File: config.mk
export PLATFORM = sky130hd
export DESIGN_NAME = breakout_game_ctrl_flat
export DESIGN_NICKNAME = d
export VERILOG_FILES = /design/src/rtl/breakout_game_ctrl_pkg.sv /design/src/rtl/breakout_game_ctrl_if.sv /design/src/rtl/breakout_game_ctrl_bcd_counter4.sv /design/src/rtl/breakout_game_ctrl.sv /design/src/flat_wrapper.sv
export SDC_FILE = /design/constraint.sdc
export NUM_CORES = 1
export LEC_CHECK = 0
export ABC_AREA = 1
export BUFFER_PORTS_ARGS = -buffer_cell sky130_fd_sc_hd__buf_2
export CORE_MARGIN = 8
export CORE_UTILIZATION = 55
export CTS_CLUSTER_SIZE = 40
export DETAILED_ROUTE_END_ITERATION = 6
export GPL_TIMING_DRIVEN = 0
export PLACE_DENSITY_LB_ADDON = 0.15
export RECOVER_POWER = 100
export SETUP_SLACK_MARGIN = 0.4
export SLEW_MARGIN = 5
export SYNTH_ARGS = -nofsm -noshare
export SYNTH_HDL_FRONTEND = slang
export SYNTH_HIERARCHICAL = 1
export SYNTH_SLANG_ARGS = --single-unit
File: constraint.sdc
create_clock -name clk -period 5.55 [get_ports clk]
set_clock_uncertainty 0.1 [all_clocks]
set_input_delay 0.2775 -clock clk [delete_from_list [all_inputs] [get_ports clk]]
set_output_delay 0.2775 -clock clk [all_outputs]
set_load 0.02 [all_outputs]
File: src/rtl/breakout_game_ctrl_pkg.sv
// Breakout game controller shared types.
// State encodings and BCD limits.
package breakout_game_ctrl_pkg;

  typedef enum logic [1:0] {
    ST_NEWGAME = 2'b00,
    ST_PLAY    = 2'b01,
    ST_NEWBALL = 2'b10,
    ST_OVER    = 2'b11
  } game_state_t;

  localparam logic [3:0]  BCD_MAX   = 4'd9;
  localparam logic [15:0] SCORE_MAX = 16'h9999;

endpackage

File: src/rtl/breakout_game_ctrl_if.sv
// Game controller <-> graph/keyboard/display bundle.
// master = game controller, slave = surrounding screen logic.
interface breakout_game_ctrl_if;
  logic        tick;
  logic [4:0]  key_code;
  logic        hit;
  logic        miss;
  logic        bricks_clear;
  logic        gra_still;
  logic        ball_reset;
  logic [1:0]  state;
  logic [15:0] score;
  logic [1:0]  lives;
  logic        win;

  modport master (
    input  tick, key_code, hit, miss, bricks_clear,
    output gra_still, ball_reset, state, score, lives, win
  );

  modport slave (
    output tick, key_code, hit, miss, bricks_clear,
    input  gra_still, ball_reset, state, score, lives, win
  );
endinterface

File: src/rtl/breakout_game_ctrl_bcd_counter4.sv
// Four-digit BCD up counter, saturating at 9999.
// clr has priority over inc.
module bcd_counter4
  import breakout_game_ctrl_pkg::*;
(
  input  logic        clk,
  input  logic        rstn,
  input  logic        clr,
  input  logic        inc,
  output logic [15:0] bcd
);

  logic [15:0] nxt;
  logic        carry;

  // ripple +1 through the digits, 9 rolls to 0
  always_comb begin
    nxt   = bcd;
    carry = 1'b1;
    for (int i = 0; i < 4; i++) begin
      if (carry) begin
        if (bcd[i*4 +: 4] == BCD_MAX) begin
          nxt[i*4 +: 4] = 4'd0;
        end else begin
          nxt[i*4 +: 4] = bcd[i*4 +: 4] + 4'd1;
          carry         = 1'b0;
        end
      end
    end
  end

  // score register; holds at 9999 instead of wrapping
  always_ff @(posedge clk or negedge rstn) begin
    if (!rstn) begin
      bcd <= '0;
    end else if (clr) begin
      bcd <= '0;
    end else if (inc && bcd != SCORE_MAX) begin
      bcd <= nxt;
    end
  end

endmodule

File: src/rtl/breakout_game_ctrl.sv
// Breakout game sequencer: newgame/play/newball/over,
// lives, inter-ball delay and BCD score.
module breakout_game_ctrl
  import breakout_game_ctrl_pkg::*;
#(
  parameter int LIVES_INIT  = 3,
  parameter int DELAY_TICKS = 120,
  parameter int TMR_W       = 8
) (
  input logic                  clk,
  input logic                  rstn,
  breakout_game_ctrl_if.master gif
);

  localparam logic [TMR_W-1:0] T_LAST = TMR_W'(DELAY_TICKS - 1);
  localparam logic [TMR_W-1:0] T_DONE = TMR_W'(DELAY_TICKS);
  localparam logic [TMR_W-1:0] T_ONE  = TMR_W'(1);
  localparam logic [1:0]       L_INIT = 2'(LIVES_INIT);

  game_state_t      st_q;
  logic [TMR_W-1:0] tmr_q;
  logic [1:0]       lives_q;
  logic             win_q;
  logic             br_q;
  logic             hit_q, miss_q, key_q;
  logic             key_any;
  logic             hit_rise, miss_rise, key_rise;
  logic             sc_clr, sc_inc;
  logic [15:0]      score_w;

  assign key_any   = |gif.key_code;
  assign hit_rise  = gif.hit & ~hit_q;
  assign miss_rise = gif.miss & ~miss_q;
  assign key_rise  = key_any & ~key_q;

  assign sc_clr = (st_q == ST_NEWGAME) & key_rise;
  assign sc_inc = (st_q == ST_PLAY) & hit_rise;

  // one-flop history so held levels act only once
  always_ff @(posedge clk or negedge rstn) begin
    if (!rstn) begin
      hit_q  <= 1'b0;
      miss_q <= 1'b0;
      key_q  <= 1'b0;
    end else begin
      hit_q  <= gif.hit;
      miss_q <= gif.miss;
      key_q  <= key_any;
    end
  end

  // game state machine with lives, win and delay timer
  always_ff @(posedge clk or negedge rstn) begin
    if (!rstn) begin
      st_q    <= ST_NEWGAME;
      tmr_q   <= '0;
      lives_q <= L_INIT;
      win_q   <= 1'b0;
      br_q    <= 1'b0;
    end else begin
      br_q <= 1'b0;
      unique case (st_q)
        ST_NEWGAME: begin
          if (key_rise) begin
            st_q    <= ST_PLAY;
            lives_q <= L_INIT;
            win_q   <= 1'b0;
            br_q    <= 1'b1;
          end
        end
        ST_PLAY: begin
          if (gif.bricks_clear) begin
            st_q  <= ST_OVER;
            win_q <= 1'b1;
            tmr_q <= '0;
          end else if (miss_rise) begin
            tmr_q <= '0;
            if (lives_q > 2'd1) begin
              lives_q <= lives_q - 2'd1;
              st_q    <= ST_NEWBALL;
            end else begin
              lives_q <= 2'd0;
              win_q   <= 1'b0;
              st_q    <= ST_OVER;
            end
          end
        end
        ST_NEWBALL: begin
          if (gif.tick) begin
            tmr_q <= tmr_q + T_ONE;
            if (tmr_q == T_LAST) begin
              st_q <= ST_PLAY;
              br_q <= 1'b1;
            end
          end
        end
        ST_OVER: begin
          if (key_rise && tmr_q == T_DONE) begin
            st_q <= ST_NEWGAME;
          end else if (gif.tick && tmr_q != T_DONE) begin
            tmr_q <= tmr_q + T_ONE;
          end
        end
      endcase
    end
  end

  bcd_counter4 u_score (
    .clk  (clk),
    .rstn (rstn),
    .clr  (sc_clr),
    .inc  (sc_inc),
    .bcd  (score_w)
  );

  assign gif.state      = st_q;
  assign gif.gra_still  = (st_q != ST_PLAY);
  assign gif.ball_reset = br_q;
  assign gif.score      = score_w;
  assign gif.lives      = lives_q;
  assign gif.win        = win_q;

endmodule
File: src/flat_wrapper.sv
// flat-port wrapper written by rule: the top's interface ports become plain ports
module breakout_game_ctrl_flat import breakout_game_ctrl_pkg::*;
#(
  parameter int LIVES_INIT  = 3,
  parameter int DELAY_TICKS = 120,
  parameter int TMR_W       = 8
)
  (clk, rstn, gif_tick, gif_key_code, gif_hit, gif_miss, gif_bricks_clear, gif_gra_still, gif_ball_reset, gif_state, gif_score, gif_lives, gif_win);
  breakout_game_ctrl_if gif_i ();
  input logic clk;
  input logic rstn;
  input wire logic [$bits(gif_i.tick)-1:0] gif_tick;
  input wire logic [$bits(gif_i.key_code)-1:0] gif_key_code;
  input wire logic [$bits(gif_i.hit)-1:0] gif_hit;
  input wire logic [$bits(gif_i.miss)-1:0] gif_miss;
  input wire logic [$bits(gif_i.bricks_clear)-1:0] gif_bricks_clear;
  output wire logic [$bits(gif_i.gra_still)-1:0] gif_gra_still;
  output wire logic [$bits(gif_i.ball_reset)-1:0] gif_ball_reset;
  output wire logic [$bits(gif_i.state)-1:0] gif_state;
  output wire logic [$bits(gif_i.score)-1:0] gif_score;
  output wire logic [$bits(gif_i.lives)-1:0] gif_lives;
  output wire logic [$bits(gif_i.win)-1:0] gif_win;
  assign gif_i.tick = gif_tick;
  assign gif_i.key_code = gif_key_code;
  assign gif_i.hit = gif_hit;
  assign gif_i.miss = gif_miss;
  assign gif_i.bricks_clear = gif_bricks_clear;
  assign gif_gra_still = gif_i.gra_still;
  assign gif_ball_reset = gif_i.ball_reset;
  assign gif_state = gif_i.state;
  assign gif_score = gif_i.score;
  assign gif_lives = gif_i.lives;
  assign gif_win = gif_i.win;
  breakout_game_ctrl #(.LIVES_INIT(LIVES_INIT), .DELAY_TICKS(DELAY_TICKS), .TMR_W(TMR_W)) u_core (.clk(clk), .rstn(rstn), .gif(gif_i));
endmodule
# [Word level (Yosys, flattened, before mapping)]
# Index checks and enable logic that the tools add are counted.
[totals] word_cells=109 ff_bits=33 out_inout_bits=23
[classes] mux=42 reduce_logical=18 n_eq_ne=22 magnitude_cmp=1 n_addsub=6 bitwise=8
[ops] operator="$mux W8" n=5
[ops] operator="$mux W16" n=2
[ops] operator="$mux W4" n=7
[ops] operator="$pmux W8 S3" n=1
[ops] operator="$mux W2" n=10
[ops] operator="$add A4 B1 Y4 const B" n=4
[ops] operator="$eq A4 B4 Y1 const B" n=4
[ops] operator="$eq A8 B7 Y1 const B" n=2
[ops] operator="$ne A16 B16 Y1 const B" n=1
[ops] operator="$mux W1" n=13
[ops] operator="$ne A2 B1 Y1 const B" n=6
[ops] operator="$reduce_and A5 Y1" n=2
[ops] operator="$reduce_bool A2 Y1" n=5
[ops] operator="$add A8 B1 Y8 const B" n=1
[ops] operator="$ne A8 B7 Y1 const B" n=1
[ops] operator="$pmux W2 S4" n=1
[ops] operator="$reduce_and A4 Y1" n=2
[ops] operator="$ne A2 B2 Y1 const B" n=3
[ops] operator="$reduce_and A2 Y1" n=3
[ops] operator="$and A1 B1 Y1" n=5
[ops] operator="$reduce_or A5 Y1" n=1
[ops] operator="$eq A2 B2 Y1 const B" n=2
[ops] operator="$pmux W1 S2" n=2
[ops] operator="$pmux W2 S2" n=1
[ops] operator="9 further kinds" n=13

# [Depth between registers and ports, before layout]
# Gate-level depths: netlist of the first run.
[depth] depth_word=7 ltp_mapped=12

# [Modules after synthesis]
# The synthesis of the first run kept the hierarchy.
[by_module_without_submodules] mod="bcd_counter4" n_inst=1 cells_each=129 area_each_um2=1003.5 seq_area_each_um2=400.4
[by_module_without_submodules] mod="breakout_game_ctrl" n_inst=1 cells_each=128 area_each_um2=955.9 seq_area_each_um2=427.9

# [Worst setup path after synthesis of the first run]
# OpenSTA, ideal clock, no wires.
[synth_path] kind="reg-to-reg" start="reg u_core.st_q[1], in the netlist u_core/gif.state[1]" end="reg u_core.u_score.bcd[12]" synth_period_minus_slack_ps=1961 required_time_ps=5332 setup_time_ps=118 arrival_time_ps=1744 path_stages_with_launch=13 slack_ps=3589 n_path_buf=1 path_cell_list="dfrtp_1 buf_6 inv_2 nand2_1 inv_1 nand3_1 inv_1 inv_1 nand2_1 and3_4 nand2_4 nand2_1 nand2_1"
[synth_lines] item="start, declared" line="breakout_game_ctrl.sv:20" source="game_state_t st_q;"
[synth_lines] item="start signal, assigned" line="breakout_game_ctrl.sv:55" source="st_q <= ST_NEWGAME;"
[synth_lines] item="start signal, assigned" line="breakout_game_ctrl.sv:65" source="st_q <= ST_PLAY;"
[synth_lines] item="start signal, assigned" line="breakout_game_ctrl.sv:73" source="st_q <= ST_OVER;"
[synth_lines] item="$logic_not A2 Y1 *" line="breakout_game_ctrl.sv:36" source="assign sc_clr = (st_q == ST_NEWGAME) & key_rise;"
[synth_lines] item="$and A1 B1 Y1 *" line="breakout_game_ctrl.sv:36"
[synth_lines] item="via u_core.sc_clr" line="breakout_game_ctrl.sv:28" source="logic sc_clr, sc_inc;"
[synth_lines] item="$reduce_bool A2 Y1 (no line)"
[synth_lines] item="$reduce_and A2 Y1 (no line)"
[synth_lines] item="end signal, assigned" line="breakout_game_ctrl_bcd_counter4.sv:39" source="bcd <= nxt;"
[synth_lines] item="end, declared" line="breakout_game_ctrl_bcd_counter4.sv:10" source="output logic [15:0] bcd"
# The timed path passes the listed nets; every way through them passes the cells marked *.
# A chain may end at the register's enable or synchronous reset.

# [Worst setup path in the final report of the first run]
[layout_path] start="reg u_core.st_q[1], in the netlist u_core/gif.state[1]" end="reg u_core.u_score.bcd[4]"
# Same word-level chain as after synthesis.

==> flow_metrics.py, run 1 <==
metrics = {
    "timing": {
        "fmax_mhz": 398,
        "fin_crit_sh_pct": 45.3,
        "max-slew-margin-rel_pct": -16.2,
        "fin_crit_ps": 2520,
        "setup_viol": 0,
        "fin_setup_tns_ps": 0,
        "worst_slack_ps": 3030,
        "hold_viol": 0,
        "rsz0062_at_grt": "no",
        "drv_slew": 34,
        "tightest_slew_ps": 1740,
    },
    "critical_path": {
        "crit_path_end_kind": "flop",
        "crit_fanout": 10,
        "worstSetupStartpointType": "flop",
        "cp_common_cell": "inv_1",
        "cpMaxStageDelayCell": "clkbuf_1",
        "max_stage_delay_ps": 480,
        "cp.required_ps": 5670,
        "crit_buf_inv": 6,
        "critical_path_class": "flop to flop",
        "crit_chain": "clkbuf_1 > inv_1 > nand2_1 > inv_1 > nand3_1 > inv_1 > inv_1 > nand2_2 > clkbuf_1 > nand2_4 > nand2_1 > nand2_1",
        "critPathArrivalTime_ps": 2630,
        "crit_family": "buffers and inverters",
    },
    "die": {
        "rows": 21,
        "ioPinCount": 34,
        "core-area_mm2": 0.00339,
        "die_w_um": 75.7,
        "die_area_mm2": 0.00573,
        "start_util_pct": 57.8,
        "die_y_um": 75.7,
    },
    "clocking": {
        "tritoncts": "yes",
        "cts.sinks": 33,
        "clk_latency_ps": 320,
        "cts.clk_slew.worst_paths_ps": 90,
        "cts_max_level": 2,
        "cts_root_buf": "clkbuf_4",
        "cts_buffer_depth": 2,
        "numCtsBuffers": 5,
        "cts_setup_buffers": 0,
    },
    "yosys": {
        "syn_area_mm2": 0.00196,
        "ys_types": 29,
        "seq_area_frac_synth_pct": 42.3,
        "syn-num-nets": 276,
        "ys_ff_latch": 33,
        "syn_inst": 257,
        "avgSynthCellArea_um2": 7.62,
        "synth_warnings": 6,
    },
    "power": {
        "ir_drop_mv": 0.193,
        "p_leak_nw": 1.20,
        "power_density_mw_per_mm2": 228,
    },
    "placement": {
        "dp_cells": 336,
        "dp_slack_ps": 3370,
        "routabilityCongestion": 0.888,
        "hpwl_mm": 3.03,
        "portBuffers": 33,
    },
    "layout": {
        "instances_no_fill": 347,
        "multi_input_area_um2": 968,
        "drive_gt1_share_pct": 8.64,
        "antennaDiodeCount": 0,
        "fin_nets": 319,
        "regArea_um2": 828,
        "synthToLayoutAreaGrowth_pct": 12.4,
        "most-common-layout-cells": "nand2_1, clkbuf_1, inv_1, dfrtp_1, nand3_1",
        "utilization_pct": 65.0,
        "final_common_cell": "nand2_1",
        "fillers": 334,
    },
    "grt": {
        "grt.total_usage_pct": 16.1,
        "busiest_layer": "met2",
        "grt_pass1_wl_mm": 7.04,
        "use_met2_pct": 26.4,
        "first_global_vias": 1641,
        "antenna_found_initial": 0,
        "grt_max_degree": 34,
        "grt_use_met3_pct": 5.13,
        "met1_usage_pct": 19.3,
        "grt-ovfl-total": 0,
    },
    "run_status": {
        "outcome": "finished, violations left",
        "violations": "max-capacitance violations, max-slew violations",
    },
    "flow_run": {
        "drv_cap": 1,
    },
    "route": {
        "vias_per_cell": 5.01,
        "initialDrtViolationCount": 100,
        "wl_per_cell_um": 11.9,
        "ant_nets": 0,
        "drtPass1Iterations": 4,
        "drc": 0,
        "wl_mm": 4.11,
        "vias": 1738,
    },
    "hold_path": {
        "hold_path_class": "primary input to flop",
    },
}
layout make-up:
class,count,share of cell area (%)
Buffer,4,0.739
Clock buffer,8,2.22
Inverter,32,5.45
Multi-Input combinational cell,188,44.0
Sequential cell,33,37.6
Tap cell,46,2.61
Timing Repair Buffer,36,7.39
tightest hold or removal path: stages:
cell and delay, ps:
buf_2 70, nor2_1 30, nand3_1 90
cell usage after synthesis:
cell type / number / area share [%]
a21oi_1: 1 / 0.26
a21oi_2: 1 / 0.45
a31oi_1: 1 / 0.32
and3_1: 1 / 0.32
and3_4: 1 / 0.57
buf_2: 1 / 0.26
buf_6: 3 / 1.7
dfrtp_1: 31 / 40
dfstp_2: 2 / 2.7
ha_1: 8 / 5.1
inv_1: 30 / 5.7
inv_2: 2 / 0.38
nand2_1: 74 / 14
nand2_2: 3 / 0.96
nand2_4: 3 / 1.7
nand3_1: 29 / 7.4
nand3_2: 1 / 0.51
nand4_1: 2 / 0.64
nor2_1: 28 / 5.4
nor2_2: 1 / 0.32
nor2_4: 1 / 0.57
nor3_1: 2 / 0.51
nor3b_1: 1 / 0.38
o211ai_1: 1 / 0.38
o21ai_0: 7 / 1.8
o21ai_1: 10 / 2.6
o21bai_1: 1 / 0.38
xnor2_1: 3 / 1.3
xor2_1: 8 / 3.6
per-stage QoR:
| stage | hold WS, ps | instance area, um^2 | power (W) |
|---|---|---|---|
| 6_report | 95.2 | 2200 | 0.000503 |
| 5_1_grt | 91.8 | 2200 | 0.000533 |
| 4_1_cts | 79.9 | 2260 | 0.000513 |
| 3_5_place_dp | 277 | 2180 | 0.000382 |
| 3_3_place_gp | 284 | 2180 | 0.000376 |
| 2_1_floorplan | -118 | 1960 | 0.000352 |
where the power goes:
part	total [W]	internal (W)	switching, W
combinational	0.0000862	0.0000344	0.0000517
sequential	0.000289	0.000264	0.0000245
clock	0.000128	0.0000505	0.0000771
per-layer routing:
layer  vias to the layer above  wire [um]  share of wire, %
li1                        900          -                 -
met1                       794       1890                46
met2                        40       1970                48
met3                         4        200               4.9
met4                         0         48               1.2
met5                         -          0                 0
cells by family (layout without fill, tap and decap cells):
family / after synthesis / in the layout / synth area share [%]
xor gates and xnor gates: 11 / 11 / 4.92
AOI/OAI and AO/OA: 22 / 22 / 6.13
and+or+nand+nor: 147 / 147 / 33.5
DFF: 33 / 33 / 42.3
adders and majority gates: 8 / 8 / 5.11
buffers and inverters: 36 / 80 / 8.11
worst paths after layout:
kind                                                       from                                 to  slack, ps  depth (start not counted)
worst max-delay path            u_core/gif.state[1]$_DFFE_PN0P_  u_core/u_score/bcd[4]$_DFFE_PN0P_       3030                         12
worst min-delay path                            gif_key_code[0]             u_core/key_q$_DFF_PN0_        100                          3
worst max register to register  u_core/gif.state[1]$_DFFE_PN0P_  u_core/u_score/bcd[4]$_DFFE_PN0P_       3030                         12
worst min register to register  u_core/gif.lives[1]$_DFFE_PN1P_    u_core/gif.lives[1]$_DFFE_PN1P_        390                          2
max in group asynchronous                                  rstn  u_core/u_score/bcd[1]$_DFFE_PN0P_       3490                          2
min in group asynchronous                                  rstn  u_core/u_score/bcd[3]$_DFFE_PN0P_        860                          2
what timing repair did:
item	in CTS	in global routing
gates resized for setup	0	0
hold buffers	3	0
endpoints found under the hold margin	33	0
state kept, by name (all words and copies together) (netlist names):
signal / cells
u_core/key_q: 1
u_core/miss_q: 1
u_core/hit_q: 1
u_core/gif.state: 2
u_core/gif.lives: 2
u_core/gif.win: 1
u_core/tmr_q: 8
u_core/gif.ball_reset: 1
u_core/u_score/bcd: 16
No activity file was read; power rests on OpenSTA's default activity.
==> run 2: changes to the inputs <==
Settings changed: CORE_UTILIZATION 55 to 50.
Clock period 5.55 ns to 2.09 ns, I/O delays scaled along.
==> flow_metrics.py, run 2 (synthesis gave the netlist of run 1 again) <==
metrics = {
    "run_status": {
        "outcome": "finished, final reports clean",
    },
    "placement": {
        "hpwl_mm": 3.01,
        "dp_cells": 338,
        "routabilityCongestion": 0.857,
        "portBuffers": 33,
    },
    "critical_path": {
        "cpMaxStageDelayCell": "dfrtp_2",
        "reg2regPathDepth": 10,
        "crit_chain": "buf_8 > clkbuf_1 > nor2_4 > clkbuf_1 > nand3_1 > nand2_1 > a21oi_1 > inv_1 > nand2_1 > nand2_1",
        "rrSetupSlack_ps": 320,
        "cp.required_ps": 2160,
        "reg2reg_to": "u_core/tmr_q[6]$_DFFE_PN0P_",
        "rr_startpoint": "u_core/gif.state[1]$_DFFE_PN0P_",
        "critical_path_class": "flop to flop",
        "crit_fanout": 6,
        "crit_path_end_kind": "flop",
        "cp_common_cell": "nand2_1",
        "worstSetupStartpointType": "flop",
        "critPathArrivalTime_ps": 1840,
        "max_stage_delay_ps": 380,
    },
    "clocking": {
        "cts.clk_slew.worst_paths_ps": 70,
        "numCtsBuffers": 5,
        "cts_max_level": 2,
        "clk_latency_ps": 290,
        "cts_root_buf": "clkbuf_8",
        "tritoncts": "yes",
        "cts.sinks": 33,
        "cts_buffer_depth": 2,
    },
    "timing": {
        "fmax_mhz": 565,
        "fin_setup_tns_ps": 0,
        "rsz0062_at_grt": "yes",
        "fin_hold_ws_ps": 21.3,
        "fin_crit_ps": 1770,
        "max-slew-margin-rel_pct": 46.5,
        "tightest_slew_ps": 803,
        "fin_crit_sh_pct": 84.7,
        "drv_slew": 0,
        "hold_viol": 0,
        "setup_viol": 0,
    },
    "layout": {
        "top_register": "u_core/u_score/bcd",
        "final_common_cell": "nand2_1",
        "multi_input_area_mm2": 0.00108,
        "synthToLayoutAreaGrowth_pct": 32.4,
        "fillers": 326,
        "regArea_um2": 830,
        "most-common-layout-cells": "nand2_1, dfrtp_1, nand3_1",
        "drive_gt1_share_pct": 23.6,
        "largest_reg_flops": 16,
        "largest_registers": "u_core/u_score/bcd: 16 flops, u_core/tmr_q: 8 flops",
        "instances_no_fill": 370,
        "fin_nets": 340,
        "antennaDiodeCount": 0,
    },
    "route": {
        "vias": 1836,
        "vias_per_cell": 4.96,
        "wl_per_cell_um": 12.6,
        "drc": 0,
        "drtPass1Iterations": 4,
        "initialDrtViolationCount": 93,
        "ant_nets": 0,
        "wl_mm": 4.67,
    },
    "hold_path": {
        "hp-start": "gif_tick",
        "hold_depth": 3,
        "worstHoldEndpoint": "u_core/gif.ball_reset$_DFF_PN0_",
        "hold_path_class": "primary input to flop",
    },
    "die": {
        "core-area_mm2": 0.00372,
        "rows": 22,
        "die_w_um": 78.6,
        "die_y_um": 78.6,
        "ioPinCount": 34,
        "die_area_mm2": 0.00618,
        "start_util_pct": 52.7,
    },
    "grt": {
        "grt-ovfl-total": 0,
        "grt_max_degree": 34,
        "grt.total_usage_pct": 15.1,
        "first_global_vias": 1790,
        "grt_pass1_wl_mm": 7.71,
        "antenna_found_initial": 0,
    },
    "power": {
        "ir_drop_mv": 0.485,
        "power_w": 0.00149,
        "power_density_mw_per_mm2": 576,
        "p_leak_nw": 1.33,
    },
    "flow_run": {
        "drv_cap": 0,
    },
}
## run 2: changes by cell type in the layout (fill, tap and decap cells not counted), sizes merged
| cell | delta |
|---|---|
| clkbuf | -4 |
| bufbuf | +1 |
| dlygate4sd3 | +2 |
| buf | +22 |
## run 2: cell type report
| class | count | share of cell area [%] |
|---|---|---|
| buffer | 4 | 2.03 |
| timing repair buffer | 57 | 13.4 |
| inverter | 32 | 5.31 |
| multi-input combinational | 188 | 41.5 |
| sequential | 33 | 32.0 |
| clock buffer | 8 | 3.47 |
| tap | 48 | 2.32 |
## run 2: what timing repair did
item | 4_1_cts | 5_1_grt
hold buffers | 5 | 0
gates resized for setup | 15 | 33
buffers inserted | 12 | 6
gates cloned | 1 | 0
setup endpoints to repair | 12 | 18
hold endpoints to repair | 34 | 0
pin swaps | 6 | 4
## run 2: report_power, final
group | internal, W | switching, W | total [W]
clock | 0.000268 | 0.000228 | 0.000496
combinational | 0.0000963 | 0.000136 | 0.000233
sequential | 0.000703 | 0.0000614 | 0.000765
total | 0.00107 | 0.000425 | 0.00149
## run 2: through the flow
stage | utilization [%] | setup WS [ps] | cell area, um^2
after floorplan | - | 402 | 1980
after global placement | 59.4 | 303 | 2210
after detailed placement | 59.4 | 266 | 2210
after CTS | 68.2 | 406 | 2530
after global routing | 69.8 | 180 | 2590
final | 69.8 | 320 | 2590
## run 2: worst max path at each step
stage,start,endpoint,depth (start not counted)
3_3_place_gp,u_core/gif.state[1]$_DFFE_PN0P_,u_core/u_score/bcd[12]$_DFFE_PN0P_,12
6_report,u_core/gif.state[1]$_DFFE_PN0P_,u_core/tmr_q[6]$_DFFE_PN0P_,10
3_5_place_dp,u_core/gif.state[1]$_DFFE_PN0P_,u_core/u_score/bcd[14]$_DFFE_PN0P_,12
4_1_cts,u_core/gif.state[1]$_DFFE_PN0P_,u_core/u_score/bcd[14]$_DFFE_PN0P_,12
2_1_floorplan,u_core/gif.state[1]$_DFFE_PN0P_,u_core/u_score/bcd[12]$_DFFE_PN0P_,12
5_1_grt,u_core/gif.state[1]$_DFFE_PN0P_,u_core/tmr_q[7]$_DFFE_PN0P_,10
## run 2: metal layers
metal | track usage (%) | vias to the layer above | share of wire [%] | wire length [um]
li1 | - | 947 | - | -
met1 | 16.2 | 845 | 42 | 1970
met2 | 27.4 | 34 | 52 | 2450
met3 | 4.33 | 10 | 3.8 | 177
met4 | 5.56 | 0 | 1.6 | 76
met5 | 0 | - | 0 | 0
## run 2: worst max-delay path, delay by kind of cell (launching register included)
kind | cells | cell delay [ps]
compound gates | 1 | 220
buf+inv | 4 | 590
flops | 1 | 380
simple gates | 5 | 370
